File: src/rtl/bit_serializer.sv
// Parallel-to-serial front end feeding the serial sequence detector.
// Words arrive over valid/ready and leave one bit at a time on sdata, gapless when back-to-back.
module bit_serializer #(
    parameter int DATA_W    = 8,
    parameter int DIV       = 1,
    parameter bit LSB_FIRST = 1'b0,
    parameter bit IDLE_LVL  = 1'b0
) (
    input  logic              clk,
    input  logic              reset,
    input  logic [DATA_W-1:0] din,
    input  logic              din_valid,
    output logic              din_ready,
    output logic              sdata,
    output logic              sbit_strobe,
    output logic              busy,
    output logic              frame_done
);

    localparam int BIT_W = $clog2(DATA_W);
    localparam int DIV_W = (DIV > 1) ? $clog2(DIV) : 1;

    localparam logic [BIT_W-1:0] BIT_MAX  = BIT_W'(DATA_W - 1);
    localparam logic [BIT_W-1:0] BIT_ZERO = BIT_W'(0);
    localparam logic [BIT_W-1:0] BIT_ONE  = BIT_W'(1);
    localparam logic [DIV_W-1:0] DIV_MAX  = DIV_W'(DIV - 1);
    localparam logic [DIV_W-1:0] DIV_ZERO = DIV_W'(0);
    localparam logic [DIV_W-1:0] DIV_ONE  = DIV_W'(1);

    typedef enum logic {
        IDLE  = 1'b0,
        SHIFT = 1'b1
    } state_t;

    state_t              state_r;
    logic [DATA_W-1:0]   shreg_r;
    logic [BIT_W-1:0]    bit_cnt_r;
    logic [DIV_W-1:0]    div_cnt_r;
    logic                sdata_r;
    logic                strobe_r;
    logic                busy_r;
    logic                done_r;
    logic                ready_r;

    state_t              state_nxt_s;
    logic [DATA_W-1:0]   shreg_nxt_s;
    logic [BIT_W-1:0]    bit_cnt_nxt_s;
    logic [DIV_W-1:0]    div_cnt_nxt_s;
    logic                accept_s;
    logic                last_cyc_s;
    logic                last_nxt_s;
    logic                shift_nxt_s;

    // Bit currently presented on the serial line.
    function automatic logic out_bit(input logic [DATA_W-1:0] sr);
        logic b;
        if (LSB_FIRST) begin
            b = sr[0];
        end else begin
            b = sr[DATA_W-1];
        end
        return b;
    endfunction

    // Advance the shift register one place toward the output bit.
    function automatic logic [DATA_W-1:0] shift_once(input logic [DATA_W-1:0] sr);
        logic [DATA_W-1:0] r;
        if (LSB_FIRST) begin
            r = {1'b0, sr[DATA_W-1:1]};
        end else begin
            r = {sr[DATA_W-2:0], 1'b0};
        end
        return r;
    endfunction

    assign accept_s   = din_valid & ready_r;
    assign last_cyc_s = (state_r == SHIFT) & (bit_cnt_r == BIT_MAX) & (div_cnt_r == DIV_MAX);

    // Next-state datapath: load, shift, or reload on the final cycle of a word.
    always_comb begin
        state_nxt_s   = state_r;
        shreg_nxt_s   = shreg_r;
        bit_cnt_nxt_s = bit_cnt_r;
        div_cnt_nxt_s = div_cnt_r;
        case (state_r)
            IDLE: begin
                if (accept_s) begin
                    state_nxt_s   = SHIFT;
                    shreg_nxt_s   = din;
                    bit_cnt_nxt_s = BIT_ZERO;
                    div_cnt_nxt_s = DIV_ZERO;
                end else begin
                    state_nxt_s   = IDLE;
                end
            end
            SHIFT: begin
                if (last_cyc_s) begin
                    bit_cnt_nxt_s = BIT_ZERO;
                    div_cnt_nxt_s = DIV_ZERO;
                    if (accept_s) begin
                        // Reload straight away so the next word follows with no idle bit.
                        state_nxt_s = SHIFT;
                        shreg_nxt_s = din;
                    end else begin
                        state_nxt_s = IDLE;
                        shreg_nxt_s = shift_once(shreg_r);
                    end
                end else if (div_cnt_r == DIV_MAX) begin
                    div_cnt_nxt_s = DIV_ZERO;
                    shreg_nxt_s   = shift_once(shreg_r);
                    bit_cnt_nxt_s = bit_cnt_r + BIT_ONE;
                end else begin
                    div_cnt_nxt_s = div_cnt_r + DIV_ONE;
                end
            end
            default: begin
                state_nxt_s   = IDLE;
                shreg_nxt_s   = '0;
                bit_cnt_nxt_s = BIT_ZERO;
                div_cnt_nxt_s = DIV_ZERO;
            end
        endcase
    end

    assign shift_nxt_s = (state_nxt_s == SHIFT);
    assign last_nxt_s  = shift_nxt_s & (bit_cnt_nxt_s == BIT_MAX) & (div_cnt_nxt_s == DIV_MAX);

    // State and output flops; outputs are precomputed from next state so they leave straight from flops.
    always_ff @(posedge clk or posedge reset) begin
        if (reset) begin
            state_r   <= IDLE;
            shreg_r   <= '0;
            bit_cnt_r <= BIT_ZERO;
            div_cnt_r <= DIV_ZERO;
            sdata_r   <= IDLE_LVL;
            strobe_r  <= 1'b0;
            busy_r    <= 1'b0;
            done_r    <= 1'b0;
            ready_r   <= 1'b1;
        end else begin
            state_r   <= state_nxt_s;
            shreg_r   <= shreg_nxt_s;
            bit_cnt_r <= bit_cnt_nxt_s;
            div_cnt_r <= div_cnt_nxt_s;
            sdata_r   <= shift_nxt_s ? out_bit(shreg_nxt_s) : IDLE_LVL;
            strobe_r  <= shift_nxt_s & (div_cnt_nxt_s == DIV_ZERO);
            busy_r    <= shift_nxt_s;
            done_r    <= last_nxt_s;
            ready_r   <= ~shift_nxt_s | last_nxt_s;
        end
    end

    assign sdata       = sdata_r;
    assign sbit_strobe = strobe_r;
    assign busy        = busy_r;
    assign frame_done  = done_r;
    assign din_ready   = ready_r;

endmodule

File: config.mk
export PLATFORM = sky130hd
export DESIGN_NAME = bit_serializer
export DESIGN_NICKNAME = d
export VERILOG_FILES = /design/src/rtl/bit_serializer.sv
export SDC_FILE = /design/constraint.sdc
export NUM_CORES = 1
export LEC_CHECK = 0
export CAP_MARGIN = 0
export CELL_PAD_IN_SITES_DETAIL_PLACEMENT = 1
export CELL_PAD_IN_SITES_GLOBAL_PLACEMENT = 1
export CORE_ASPECT_RATIO = 0.5
export CORE_MARGIN = 2
export CORE_UTILIZATION = 36
export CTS_CLUSTER_SIZE = 8
export DETAILED_ROUTE_END_ITERATION = 10
export PLACE_DENSITY = 0.84
export SLEW_MARGIN = 5
export SYNTH_ARGS = -nofsm -noshare
export SYNTH_HDL_FRONTEND = slang
export SYNTH_SLANG_ARGS = --single-unit
File: constraint.sdc
create_clock -name clk -period 1.4 [get_ports clk]
set_input_delay 0.28 -clock clk [delete_from_list [all_inputs] [get_ports clk]]
set_output_delay 0.28 -clock clk [all_outputs]
set_load 0.01 [all_outputs]
# Yosys cells after proc, flatten, opt, wreduce, memory -nomap -nowiden
# Cells that the tools add are included.
# word_totals
ff_bits,17
output_inout_bits,5
in_bits,11
elab_cells,44
# op_classes
n_mux,17
n_eq_ne,4
reduce_logical,1
n_bitwise,11
add_sub_neg,2
# op_table
op,count
$mux 8,4
$pmux 8 s2,1
$mux 3,3
$and 1x1->1,6
$eq 3x3->1 const B,2
$mux 1,6
$pmux 3 s2,1
$not 1->1,4
$pmux 1 s2,2
$add 3x1->3 const B,1
$ne 3x2->1 const B,1
$ne 2x2->1 const B,1
$reduce_and 2->1,1
$add 1x1->1 const B,1
$or 1x1->1,1

# Logic depth before layout (Yosys ltp)
# depth
word_depth,9
depth_mapped,6
ltp_nobuf,6

# Worst setup path before layout
# No wires, ideal clock.
# synth_timing
path_kind,reg-to-reg
start,register bit_cnt_r[0]
end,"register sdata_r, in the netlist sdata"
period_less_slack_ns,1.465
n_path_buf,0
path_stages_with_launch,5
setup_ns,0.141
t_arrival_ns,1.324
path_slack_ns,-0.065
cell_sequence,dfrtp_1 -> ha_1 -> ha_1 -> o31ai_2 -> a2111oi_4
# synth_between
elab_chain_cells,6
word_cells_on_any_way,8
# synth_lines
element,line_no,text
from (decl),37,logic [BIT_W-1:0] bit_cnt_r;
from (signal assigned),143,bit_cnt_r <= bit_cnt_nxt_s;
$eq 3x3->1 (*),77,assign last_cyc_s = (state_r == SHIFT) & (bit_cnt_r == BIT_MAX) & (div_cnt_r == DIV_MAX);
$and 1x1->1 (*) (2 in a row),77,
$mux 8 or $mux 1 (tied branches),97,if (last_cyc_s) begin
$pmux 8 s2 or $pmux 1 s2 (tied branches),85,case (state_r)
$mux 1 (*),145,sdata_r <= shift_nxt_s ? out_bit(shreg_nxt_s) : IDLE_LVL;
to (signal assigned),145,
to (decl),39,logic sdata_r;
# Every way passes the cells marked *; elsewhere a longest branch is shown, timed or not.
# A chain may end at the register's enable or synchronous reset.

# Final worst setup path
# Same ends and word-level chain as after synthesis.

==> impl_metrics.ini <==
[status]
run_status = finished, violations left
violations = negative setup slack

[clocking]
cts_root_buf = clkbuf_8
cts.hold.buffers_added = 0
htree_levels = 1
insertion_delay_ns = 0.25
clk_path_buf_depth = 2
cts.sinks = 17
cts_tree = built
cts.clk_slew.worst_paths_ns = 0.07
cts_buffers = 3

[global_routing]
antenna_found_initial = 0
grtUsageTotal = 0.192
grt_pass1_vias = 869
grt_max_degree = 18
overflow = 0
grt_pass1_wl_um = 4440

[critical_path]
cp.required_ns = 1.52
r2r_start = bit_cnt_r[0]
r2r_end = sdata
startpoint = bit_cnt_r[0]
end_kind = flip-flop
rr_worst_depth = 5
arrival_ns = 1.55
reg2reg_slack_ns = -0.03
critPathMaxFanout = 7
critPathKind = flip-flop to flip-flop
crit_path_start_kind = flip-flop

[placement]
portBuffers = 15
gp_congestion = 0.796
dp_hpwl_um = 2120
dp_cells = 155

[finish]
drive_above_1_share = 0.311
fillerInstances = 291
seqCellArea_um2 = 428
instances_no_fill = 159
area_growth_pct = 41.6
multi_input_area_um2 = 539
antenna_cells = 0
nNetsFinal = 136

[drt]
drt_wl_total_um = 3020
ant_nets = 0
drc = 0
routed_via_density = 5.35
firstDrtPassIters = 4
wl_per_cell_um = 19.0
dr.first_iter.drc_count = 46
vias = 850

[yosys]
syn_nets = 105
postSynthCellCount = 92
synth-edff-count = 0
synth_area_leaders = dfrtp_1, a2111oi_4, o2111ai_1
synth_top_area_share = 0.407
ys_seq_area_frac = 0.433
async_reset_ff_frac = 1.00
ys_seq_elements = 17
yosysUniqueCellTypes = 32
synth_warnings = 0
yosys.area.top_type = dfrtp_1
synth-main-ff-cell = dfrtp_1
synth_area_per_cell_um2 = 10.7
syn_area_um2 = 985

[timing]
fin_skew_ns = 0.00241
fin_crit_sh = 1.02
timing.slew.headroom = 0.724
setup_ws_ns = -0.0338
worst_slew_pin_slew_ns = 0.413
rsz0062_at_grt = yes
fmax_mhz = 697
slew_viol_final = 0
setup_viol = 8
fin_crit_ns = 1.43
hold_ws_ns = 0.339
setup_tns_ns = -0.132
hold_viol = 0

[power]
leakage_nw = 0.593
power_density_mw_per_mm2 = 2150
peakVddDrop_v = 0.00111

[die]
io_pins = 16
die_h_um = 41.0
fp.dieW_um = 78.0
row_count = 13
core_area_mm2 = 0.00260
die-area_mm2 = 0.00319
start_util = 0.378

[flow_run]
maxCapViolCount = 0

[hold_path]
hold_class = primary input to async pin
==> report_power, final <==
group	switching [mW]	internal (mW)	total [mW]
logic	0.873	0.833	1.71
clock network	0.173	0.202	0.375
registers	0.182	0.733	0.915
==> critical path: stages, from the launching register on <==
cell	delay (ns)
dfrtp_1	0.40
ha_2	0.21
ha_4	0.20
buf_6	0.12
o31ai_4	0.25
a2111oi_4	0.12
==> cells by family after synthesis <==
logic type               synth area share
adder cells (fa/ha/maj)            0.0254
buffers and inverters              0.0813
AND/OR/NAND/NOR                     0.199
flip-flops                          0.433
AO/OA/AOI/OAI                       0.260
==> through the flow <==
stage,util,power [mW],worst slack [ns],cell area [um2]
3_5_place_dp,0.490,2.46,-0.314,1280
4_1_cts,0.520,2.92,-0.0575,1350
6_report,0.536,3.00,-0.0338,1390
2_1_floorplan,-,1.86,-0.00934,993
5_1_grt,0.536,3.18,-0.114,1390
3_3_place_gp,0.490,2.34,-0.229,1280
==> worst max-delay path by stage <==
| stage | endpoint | cells after the start |
|---|---|---|
| 2_1_floorplan | shreg_r[6] | 5 |
| 3_3_place_gp | sdata | 4 |
| 3_5_place_dp | sdata | 4 |
| 4_1_cts | sdata | 5 |
| 5_1_grt | din_ready | 5 |
| 6_report | sdata | 5 |
==> area by class of cell <==
class / instances / share of cell area
multi-input combinational: 63 / 0.387
clock buffer: 4 / 0.0323
inverter: 5 / 0.0135
tap: 37 / 0.0332
sequential: 17 / 0.307
timing repair buffer: 33 / 0.227
==> what timing repair did <==
item | 4_1_cts | 5_1_grt
pin swaps | 8 | 9
buffers inserted | 0 | 0
resized for setup | 13 | 10
setup endpoints to repair | 19 | 16
==> sequential cells by signal (all words and copies together), names as in the netlist <==
register and cells:
bit_cnt_r 3, din_ready 1, sdata 1, div_cnt_r 1, shreg_r 8, sbit_strobe 1, frame_done 1, busy 1
==> cell usage after synthesis, types with 3 or more instances <==
library cell	number
nor3_1	7
buf_4	3
nor2_1	3
buf_6	3
o21ai_0	5
o2111ai_1	6
nand3_1	9
nand2b_1	3
inv_1	5
dfrtp_1	16
a31oi_1	7
==> layout by cell type (no fill, tap or decap), types with 2 or more instances in the layout <==
cell,instances
dfrtp_1,15
buf_4,13
nand3_1,9
clkdlybuf4s50_1,9
nor3_1,7
a31oi_1,7
inv_1,5
o2111ai_1,5
buf_6,4
o21ai_1,3
nor2_1,3
clkbuf_8,3
dlymetal6s2s_1,3
dlygate4sd2_1,3
nand2b_1,2
a21oi_1,2
o21ai_0,2
a211oi_2,2
a2111oi_4,2
==> metal layers <==
metal	wire length, um	global-route usage	vias to the layer above
met4	50	0.0395	0
met2	1500	0.358	17
met3	93	0.0396	8
met1	1380	0.245	418
met5	0	0	-
li1	-	-	407
(Power assumes the default switching activity.)
